--- src/rtl/axi4_globals_pkg.sv ---
// Shared AXI4 write-channel types and default widths for the write responder slice.
package axi4_globals_pkg;

   localparam int ADDRESS_WIDTH = 32;
   localparam int DATA_WIDTH    = 32;
   localparam int STROBE_WIDTH  = DATA_WIDTH / 8;

   typedef enum logic [1:0] {
      WRITE_FIXED    = 2'b00,
      WRITE_INCR     = 2'b01,
      WRITE_WRAP     = 2'b10,
      WRITE_RESERVED = 2'b11
   } awburst_type_enum;

   typedef enum logic [2:0] {
      SIZE_1B   = 3'd0,
      SIZE_2B   = 3'd1,
      SIZE_4B   = 3'd2,
      SIZE_8B   = 3'd3,
      SIZE_16B  = 3'd4,
      SIZE_32B  = 3'd5,
      SIZE_64B  = 3'd6,
      SIZE_128B = 3'd7
   } awsize_enum;

   typedef enum logic [1:0] {
      WRITE_OKAY   = 2'b00,
      WRITE_EXOKAY = 2'b01,
      WRITE_SLVERR = 2'b10,
      WRITE_DECERR = 2'b11
   } bresp_enum;

   typedef enum logic [1:0] {
      ST_IDLE = 2'd0,
      ST_DATA = 2'd1,
      ST_RESP = 2'd2
   } wr_state_enum;

endpackage

--- src/rtl/axi4_wr_addr_gen.sv ---
// Combinational beat address generator for FIXED/INCR/WRAP bursts, plus burst legality.
module axi4_wr_addr_gen #(
   parameter int ADDRESS_WIDTH = axi4_globals_pkg::ADDRESS_WIDTH,
   parameter int STROBE_WIDTH  = axi4_globals_pkg::STROBE_WIDTH
) (
   input  logic [ADDRESS_WIDTH-1:0]           start_addr,
   input  logic [7:0]                         len,
   input  axi4_globals_pkg::awsize_enum       size,
   input  axi4_globals_pkg::awburst_type_enum burst,
   input  logic [7:0]                         beat,
   output logic [ADDRESS_WIDTH-1:0]           beat_addr,
   output logic                               illegal
);
   import axi4_globals_pkg::*;

   typedef logic [ADDRESS_WIDTH-1:0] addr_t;

   addr_t bytes;
   addr_t aligned;
   addr_t step;
   addr_t total;
   addr_t wrap_base;
   addr_t last_byte;
   logic  wrap_len_ok;

   always_comb begin
      bytes       = addr_t'(1) << size;
      aligned     = start_addr & ~(bytes - addr_t'(1));
      step        = addr_t'(beat) << size;
      total       = addr_t'({1'b0, len} + 9'd1) << size;
      wrap_base   = start_addr & ~(total - addr_t'(1));
      last_byte   = aligned + total - addr_t'(1);
      wrap_len_ok = len inside {8'd1, 8'd3, 8'd7, 8'd15};

      // NOTE: every output gets a default before the case so no path leaves it unassigned (no latch).
      beat_addr = start_addr;
      case (burst)
         WRITE_INCR: if (beat != 8'd0) beat_addr = aligned + step;
         // Wrap length is a power of two, so the modulo is a mask.
         WRITE_WRAP: if (beat != 8'd0)
            beat_addr = wrap_base + ((aligned - wrap_base + step) & (total - addr_t'(1)));
         default: ;
      endcase

      illegal = (burst == WRITE_RESERVED)
             || (bytes > addr_t'(STROBE_WIDTH))
             || ((burst == WRITE_WRAP) && !wrap_len_ok)
             || ((burst == WRITE_INCR) &&
                 (start_addr[ADDRESS_WIDTH-1:12] != last_byte[ADDRESS_WIDTH-1:12]));
   end

endmodule

--- src/rtl/axi4_slave_write_responder.sv ---
// AXI4 write slave: one transaction at a time, forwards legal beats to a registered memory port.
module axi4_slave_write_responder #(
   parameter  int ADDRESS_WIDTH = axi4_globals_pkg::ADDRESS_WIDTH,
   parameter  int DATA_WIDTH    = axi4_globals_pkg::DATA_WIDTH,
   parameter  int ID_WIDTH      = 4,
   localparam int STROBE_WIDTH  = DATA_WIDTH / 8
) (
   input  logic                     aclk,
   input  logic                     aresetn,
   input  logic [ID_WIDTH-1:0]      awid,
   input  logic [ADDRESS_WIDTH-1:0] awaddr,
   input  logic [7:0]               awlen,
   input  logic [2:0]               awsize,
   input  logic [1:0]               awburst,
   input  logic                     awvalid,
   output logic                     awready,
   input  logic [DATA_WIDTH-1:0]    wdata,
   input  logic [STROBE_WIDTH-1:0]  wstrb,
   input  logic                     wlast,
   input  logic                     wvalid,
   output logic                     wready,
   output logic [ID_WIDTH-1:0]      bid,
   output logic [1:0]               bresp,
   output logic                     bvalid,
   input  logic                     bready,
   output logic                     mem_we,
   output logic [ADDRESS_WIDTH-1:0] mem_addr,
   output logic [DATA_WIDTH-1:0]    mem_wdata,
   output logic [STROBE_WIDTH-1:0]  mem_wstrb
);
   import axi4_globals_pkg::*;

   wr_state_enum               state, next_state;
   logic [ID_WIDTH-1:0]        cap_id;
   logic [ADDRESS_WIDTH-1:0]   cap_addr;
   logic [7:0]                 cap_len;
   awsize_enum                 cap_size;
   awburst_type_enum           cap_burst;
   logic [7:0]                 beat_cnt;
   logic                       err_flag;
   logic [ADDRESS_WIDTH-1:0]   beat_addr;
   logic                       illegal;
   logic                       aw_fire, w_fire, b_fire, burst_end, beat_err;

   axi4_wr_addr_gen #(
      .ADDRESS_WIDTH (ADDRESS_WIDTH),
      .STROBE_WIDTH  (STROBE_WIDTH)
   ) u_addr_gen (
      .start_addr (cap_addr),
      .len        (cap_len),
      .size       (cap_size),
      .burst      (cap_burst),
      .beat       (beat_cnt),
      .beat_addr  (beat_addr),
      .illegal    (illegal)
   );

   always_comb begin
      aw_fire   = awvalid && awready;
      w_fire    = wvalid && wready;
      b_fire    = bvalid && bready;
      // wlast must coincide exactly with beat index AWLEN; either mismatch is an error.
      beat_err  = (beat_cnt == cap_len) ? !wlast : wlast;
      burst_end = w_fire && (wlast || (beat_cnt == cap_len));

      next_state = state;
      case (state)
         ST_IDLE: if (aw_fire)   next_state = ST_DATA;
         ST_DATA: if (burst_end) next_state = ST_RESP;
         ST_RESP: if (b_fire)    next_state = ST_IDLE;
         default:                next_state = ST_IDLE;
      endcase
   end

   // Handshake outputs are registered from next_state so they read 0 during reset.
   always_ff @(posedge aclk) begin
      if (!aresetn) begin
         state     <= ST_IDLE;
         awready   <= 1'b0;
         wready    <= 1'b0;
         bvalid    <= 1'b0;
         bid       <= '0;
         bresp     <= '0;
         mem_we    <= 1'b0;
         mem_addr  <= '0;
         mem_wdata <= '0;
         mem_wstrb <= '0;
         cap_id    <= '0;
         cap_addr  <= '0;
         cap_len   <= '0;
         cap_size  <= SIZE_1B;
         cap_burst <= WRITE_FIXED;
         beat_cnt  <= '0;
         err_flag  <= 1'b0;
      end else begin
         // NOTE: non-blocking assignments so every register samples pre-edge values.
         state   <= next_state;
         awready <= (next_state == ST_IDLE);
         wready  <= (next_state == ST_DATA);
         bvalid  <= (next_state == ST_RESP);
         mem_we  <= 1'b0;

         if (aw_fire) begin
            cap_id    <= awid;
            cap_addr  <= awaddr;
            cap_len   <= awlen;
            cap_size  <= awsize_enum'(awsize);
            cap_burst <= awburst_type_enum'(awburst);
            beat_cnt  <= '0;
            err_flag  <= 1'b0;
         end

         if (w_fire) begin
            beat_cnt <= beat_cnt + 8'd1;
            if (beat_err) err_flag <= 1'b1;
            if (!illegal) begin
               mem_we    <= 1'b1;
               mem_addr  <= beat_addr;
               mem_wdata <= wdata;
               mem_wstrb <= wstrb;
            end
            if (burst_end) begin
               bid   <= cap_id;
               bresp <= (illegal || err_flag || beat_err) ? WRITE_SLVERR : WRITE_OKAY;
            end
         end
      end
   end

endmodule

--- config.mk ---
export PLATFORM = sky130hd
export DESIGN_NAME = axi4_slave_write_responder
export DESIGN_NICKNAME = d
export VERILOG_FILES = /design/src/rtl/axi4_globals_pkg.sv /design/src/rtl/axi4_wr_addr_gen.sv /design/src/rtl/axi4_slave_write_responder.sv
export SDC_FILE = /design/constraint.sdc
export NUM_CORES = 1
export LEC_CHECK = 0
export ABC_AREA = 0
export BUFFER_PORTS_ARGS = -buffer_cell sky130_fd_sc_hd__buf_2
export CAP_MARGIN = 20
export CORE_UTILIZATION = 30
export CTS_CLUSTER_SIZE = 40
export DETAILED_ROUTE_END_ITERATION = 10
export GPL_TIMING_DRIVEN = 0
export PLACE_DENSITY = 0.5
export SKIP_LAST_GASP = 1
export SLEW_MARGIN = 20
export SYNTH_ARGS = -nofsm -noshare
export SYNTH_HDL_FRONTEND = slang
export SYNTH_HIERARCHICAL = 1
export SYNTH_SLANG_ARGS = --single-unit
--- constraint.sdc ---
create_clock -name aclk -period 10.8 [get_ports aclk]
set_input_delay 2.16 -clock aclk [delete_from_list [all_inputs] [get_ports aclk]]
set_output_delay 2.16 -clock aclk [all_outputs]
set_load 0.01 [all_outputs]
==> run_results.csv, run 1 <==
group,metric,value,unit
status,status,"complete, no violations",
clock_tree,clk_latency,0.44,ns
drt,wl_per_cell,18.5,um
clock_tree,post_cts_buffers,0,
sta,relSlewSlack,0.352,
yosys,async_flop_share,0,
yosys,yosys_register_bits,137,
floorplanning,rows,78,
drt,antenna_left,0,
yosys,syn_area_per_cell,7.05,um^2
setup_path,crit_type,"register to register",
yosys,ys_top_cells_by_area,"dfxtp_1 (20%), ha_1 (13%), nand2_1 (10%)",
layout,nets,2418,
layout,multiInputGateArea,10200,um^2
sta,drv_slew,0,
place,place_congestion,0.896,
pwr,p_sw_frac,0.393,
place,dp_hpwl,42400,um
place,dp.cells,2752,
layout,synthToLayoutAreaGrowth,15.6,%
layout,drive_gt1_frac,0.131,
pwr,p_int,1.14,mW
pwr,p_sw,738,uW
yosys,yosysWarnings,6,
global_route,antenna_found_initial,0,
sta,max_freq,112,MHz
drt,vias_per_cell,5.29,
pwr,clockPowerShare,0.314,
pwr,p_per_area,116,nW/um^2
layout,final-seq-area,2740,um^2
sta,tns,0,ns
global_route,grt_max_degree,17,
setup_path,r2r-start,"cap_size[2]",
hold_path,min_path_type,"register to register",
floorplanning,dieArea,47500,um^2
clock_tree,cts_tree,"done",
floorplanning,start_util,0.306,
setup_path,r2r_end,"mem_addr[30]",
yosys,synth_edf_count,0,
yosys,syn_area,14000,um^2
sta,min_period,8.92,ns
yosys,yosysSeqAreaShare,0.196,
sta,setup_violations,0,
setup_path,r2r_setup_slack,1.88,ns
global_route,grt_pass1_vias,14117,
sta,rsz0062_at_grt,"no",
setup_path,setup.worst_path.end_class,"register",
floorplanning,die_h,218,um
pwr,ir_drop,0.0932,mV
yosys,synth_ff_type,"dfxtp_1",
flow_run,drv_cap,0,
yosys,yosysMostFrequentCell,"nand2_1",
drt,drtIter0Drc,1221,
setup_path,cp-startpoint,"cap_size[2]",
global_route,grt_usage,0.215,
pwr,combPwrFrac,0.395,
layout,fin_cells,2784,
sta,post-route-period-util,0.826,
clock_tree,hold_buffers,0,
setup_path,critPathLaunchType,"register",
setup_path,crit_fanout,10,
floorplanning,die-width,218,um
floorplanning,io_pins,169,
yosys,synth_top_cell_by_area,"dfxtp_1",
global_route,grt_pass1_wl,79300,um
clock_tree,clock_sinks,137,
place,io_buffers,167,
drt,drc_errors,0,
drt,firstDrtPassIters,6,
setup_path,slowest_delay,0.53,ns
yosys,ys_types,102,
setup_path,cpMaxStageDelayCell,"fa_1",
yosys,yosys-top-cells-count,"nand2_1 (385), a21oi_1 (234), inv_1 (148)",
sta,tightestPinTransition,0.965,ns
setup_path,required,11.09,ns
clock_tree,post_cts_resized,0,
clock_tree,ctsLongestPathBuffers,2,
layout,num_antenna_cells,0,
sta,hold_viol_final,0,
drt,via_count,14726,
drt,wirelength,51500,um
sta,hold_ws,0.453,ns
floorplanning,core_region_area,45700,um^2
yosys,synthDominantCellAreaShare,0.196,
clock_tree,htreeDepth,4,
sta,skew,0.0134,ns
clock_tree,clkTransAtPathRegs,0.07,ns
yosys,synthCells,1985,
layout,num-fill-cells,4931,
clock_tree,cts-root-buf,"clkbuf_16",
clock_tree,cts_buffers,17,
yosys,syn_nets,2232,
setup_path,cp-endpoint,"mem_addr[30]",
setup_path,critPathArrivalTime,9.21,ns
pwr,power.leakage,7.31,nW
setup_path,worstRegToRegCells,38,
global_route,overflow,0,
pwr,p_seq_frac,0.291,
per-layer routing:
metal	part of all wire	track usage	vias up
met5	0	0	-
met4	0.027	0.0683	0
met3	0.056	0.0372	84
met2	0.45	0.348	456
met1	0.46	0.288	6924
li1	-	-	7262
stage by stage:
stage / total power, mW / cell area, um^2 / worst slack [ns] / util
finish: 1.88 / 16200 / 1.88 / 0.354
floorplan: 1.08 / 14000 / 3.97 / -
global route: 2.00 / 16200 / 1.21 / 0.354
CTS: 1.89 / 16200 / 2.09 / 0.354
global placement: 1.28 / 15600 / 2.11 / 0.341
detailed placement: 1.29 / 15600 / 2.16 / 0.341
cell usage in the layout, fill, tap and decap left out, types with 6 or more instances in the layout:
cell,Yosys,routed
buf_4,6,6
a31oi_1,18,18
or3_1,7,7
clkbuf_1,68,69
a21oi_1,234,234
a21o_1,39,39
clkbuf_16,0,17
nor4_1,13,13
o21ai_1,16,16
fa_1,16,16
buf_2,30,197
o31ai_1,9,9
nand2b_1,21,21
o21bai_1,15,15
o21ai_0,100,100
nand3_1,33,33
nand2_1,385,385
mux2_2,14,14
a211oi_1,19,19
dfxtp_1,137,137
nor3b_1,11,11
o211ai_1,8,8
ha_1,140,140
o21a_1,12,12
and2_1,19,19
or2_2,7,7
nor2_1,114,114
xnor2_1,64,64
nor2b_1,12,12
xor2_1,45,45
and3_1,11,11
mux2i_1,26,26
inv_1,148,148
nand4_1,23,23
nor3_1,31,31
a22oi_1,17,17
flip-flops by register name, indices dropped and copies added, names as in the netlist, 2 cells and up:
signal and flops:
cap_addr 32, mem_addr 32, mem_wdata 32, beat_cnt 8
cap_len 8, bid 4, cap_id 4, mem_wstrb 4
cap_size 3, cap_burst 2, state 2
worst min-delay path by stage:
| stage | endpoint | depth (start not counted) | start | slack [ns] |
|---|---|---|---|---|
| 4_1_cts | cap_addr[12] | 2 | cap_addr[12] | 0.45 |
| 6_report | cap_addr[12] | 2 | cap_addr[12] | 0.45 |
| 3_3_place_gp | mem_wdata[16] | 2 | mem_wdata[16] | 0.44 |
| 2_1_floorplan | bid[0] | 2 | cap_id[0] | 0.43 |
| 3_5_place_dp | mem_wdata[14] | 2 | mem_wdata[14] | 0.44 |
| 5_1_grt | mem_wstrb[3] | 2 | mem_wstrb[3] | 0.47 |
power by group through the flow:
stage	registers (mW)	logic [mW]	clock network, mW
floorplan	0.549	0.532	0
global placement	0.557	0.724	0
detailed placement	0.557	0.729	0
CTS	0.546	0.734	0.605
global route	0.548	0.820	0.629
finish	0.546	0.741	0.589
area by class of cell:
| class | count | share of cell area |
|---|---|---|
| plain buffers | 113 | 0.0322 |
| clock buffers | 18 | 0.0265 |
| clock inverters | 14 | 0.00960 |
| inverters | 150 | 0.0350 |
| multi-input cells | 1585 | 0.629 |
| flip-flops and latches | 137 | 0.170 |
| well taps | 600 | 0.0464 |
| repair buffers | 167 | 0.0517 |
worst max-delay path: cells and delay by family, from the launching register on:
family | cells | cell delay, ns
and+or+nand+nor | 13 | 2.44
AOI/OAI and AO/OA | 12 | 2.31
buffers and inverters | 6 | 1.66
adders and majority gates | 4 | 1.40
xor gates and xnor gates | 3 | 0.48
DFF | 1 | 0.47
cell families after synthesis:
| kind of cell | count (synthesis) | synth area share |
|---|---|---|
| AO/OA/AOI/OAI | 556 | 0.243 |
| other | 2 | 0.000537 |
| XOR/XNOR | 109 | 0.0682 |
| buffers and inverters | 263 | 0.0776 |
| flip-flops | 137 | 0.196 |
| adder cells (fa/ha/maj) | 156 | 0.148 |
| AND/OR/NAND/NOR | 721 | 0.235 |
| multiplexers | 41 | 0.0309 |
Note: power is estimated with default switching activity, not from simulation.
==> inputs of run 2 (changes only) <==
--- a/config.mk
+++ b/config.mk
@@ -12,7 +12,7 @@
 export CTS_CLUSTER_SIZE = 40
 export DETAILED_ROUTE_END_ITERATION = 10
 export GPL_TIMING_DRIVEN = 0
-export PLACE_DENSITY = 0.5
+export PLACE_DENSITY = 0.51
 export SKIP_LAST_GASP = 1
 export SLEW_MARGIN = 20
 export SYNTH_ARGS = -nofsm -noshare
==> constraint.sdc (replaced) <==
create_clock -name aclk -period 7.37 [get_ports aclk]
set_input_delay 1.474 -clock aclk [delete_from_list [all_inputs] [get_ports aclk]]
set_output_delay 1.474 -clock aclk [all_outputs]
set_load 0.01 [all_outputs]
==> run_results.csv, run 2 (synthesis results as in run 1) <==
group,metric,value,unit
layout,drive_gt1_frac,0.163,
drt,wl_per_cell,18.8,um
sta,hold_viol_final,0,
layout,final_cell_area,16600,um^2
pwr,ir_drop,0.135,mV
clock_tree,cts_buffers,17,
clock_tree,ctsLongestPathBuffers,2,
drt,drc_errors,0,
floorplanning,dieArea,47500,um^2
global_route,grt_usage,0.215,
pwr,p_seq_frac,0.285,
setup_path,slowest_delay,0.54,ns
global_route,grt_max_degree,17,
place,dp_hpwl,42500,um
sta,max_freq,142,MHz
place,dpl_cell_area,15600,um^2
clock_tree,cts_tree,"done",
floorplanning,core_region_area,45700,um^2
sta,post-route-period-util,0.958,
layout,num_antenna_cells,0,
layout,nets,2421,
sta,tightestPinTransition,0.929,ns
clock_tree,clk_latency,0.45,ns
sta,min_period,7.06,ns
layout,synthToLayoutAreaGrowth,18.4,%
place,io_buffers,167,
setup_path,crit_fanout,10,
place,dp.cells,2752,
floorplanning,die_h,218,um
drt,via_count,14846,
clock_tree,cts-root-buf,"clkbuf_16",
sta,relSlewSlack,0.376,
pwr,p_sw_frac,0.404,
global_route,grt_pass1_wl,79600,um
clock_tree,hold_buffers,0,
setup_path,cpMaxStageDelayCell,"fa_1",
sta,skew,0.0195,ns
floorplanning,die-width,218,um
layout,largestRegisters,"cap_addr (32), mem_addr (32), mem_wdata (32)",
floorplanning,rows,78,
pwr,clockPowerShare,0.306,
sta,setup_violations,0,
setup_path,critPathArrivalTime,7.35,ns
clock_tree,htreeDepth,4,
global_route,grt_pass1_vias,13969,
layout,final_common_cell,"nand2_1",
pwr,p_sw,1.13,mW
place,place_congestion,0.908,
layout,num-fill-cells,4891,
sta,tns,0,ns
setup_path,crit_type,"register to register",
global_route,antenna_found_initial,0,
clock_tree,clkTransAtPathRegs,0.07,ns
setup_path,required,7.67,ns
drt,vias_per_cell,5.33,
pwr,power.leakage,7.43,nW
status,status,"complete, no violations",
layout,final_cell_mix,"nand2_1 (384), a21oi_1 (220), buf_2 (193)",
setup_path,cp_common_cell,"a21oi_2",
sta,rsz0062_at_grt,"yes",
pwr,combPwrFrac,0.409,
sta,drv_slew,0,
flow_run,drv_cap,0,
setup_path,setup.worst_path.end_class,"register",
global_route,overflow,0,
drt,firstDrtPassIters,5,
pwr,p_per_area,169,nW/um^2
clock_tree,clock_sinks,137,
drt,wirelength,52400,um
pwr,p_int,1.67,mW
floorplanning,io_pins,169,
drt,drtIter0Drc,1015,
setup_path,critPathLaunchType,"register",
drt,antenna_left,0,
floorplanning,start_util,0.306,
layout,fin_cells,2787,
hold_path,min_path_type,"register to register",
-- run 2: metal layers --
| layer | share of wire | vias up | track usage |
|---|---|---|---|
| li1 | - | 7257 | - |
| met1 | 0.48 | 7150 | 0.298 |
| met2 | 0.46 | 392 | 0.355 |
| met3 | 0.042 | 47 | 0.0244 |
| met4 | 0.016 | 0 | 0.0478 |
| met5 | 0 | - | 0 |
-- run 2: power by group through the flow --
stage	clock network (mW)	logic (mW)	registers (mW)
after floorplan	0	0.779	0.805
after global placement	0	1.07	0.817
after detailed placement	0	1.07	0.817
after CTS	0.876	1.10	0.800
after global routing	0.912	1.26	0.803
final	0.858	1.15	0.800
-- run 2: cell type report --
cell class / count / area [um^2] / area share
Buffer: 109 / 553 / 0.0334
Multi-Input combinational cell: 1585 / 10500 / 0.632
Inverter: 150 / 566 / 0.0341
Sequential cell: 137 / 2750 / 0.166
Clock buffer: 18 / 429 / 0.0259
Clock inverter: 14 / 153 / 0.00922
Tap cell: 600 / 751 / 0.0453
Timing Repair Buffer: 174 / 888 / 0.0536
-- run 2: critical path, delay by kind of cell (launching register included) --
kind | cells | cell delay (ns)
compound gates | 13 | 2.44
xor+xnor | 1 | 0.14
fa+ha+maj | 4 | 1.44
buf+inv | 3 | 0.53
flops | 1 | 0.33
simple gates | 12 | 2.03
-- run 2: stage by stage --
| stage | hold WS [ns] | worst slack, ns | util | total power, mW |
|---|---|---|---|---|
| final | 0.451 | 0.313 | 0.363 | 2.81 |
| after global routing | 0.474 | -0.0797 | 0.363 | 2.97 |
| after CTS | 0.452 | 0.0445 | 0.357 | 2.78 |
| after detailed placement | 0.442 | -1.27 | 0.341 | 1.89 |
| after global placement | 0.441 | -1.31 | 0.341 | 1.88 |
| after floorplan | 0.432 | 0.544 | - | 1.58 |
-- run 2: final timing paths --
check                startpoint             to  slack, ns  cells past startpoint
setup reg to reg    cap_size[0]   mem_addr[28]       0.31                     33
hold reg to reg   mem_wdata[26]  mem_wdata[26]       0.45                      2
hold / removal    mem_wdata[26]  mem_wdata[26]       0.45                      2
setup / recovery    cap_size[0]   mem_addr[28]       0.31                     33
-- run 2: repair_timing --
action,in CTS,in global routing
buffers inserted,1,6
setup endpoints to repair,68,68
resized for setup,37,67
pin swaps,3,16
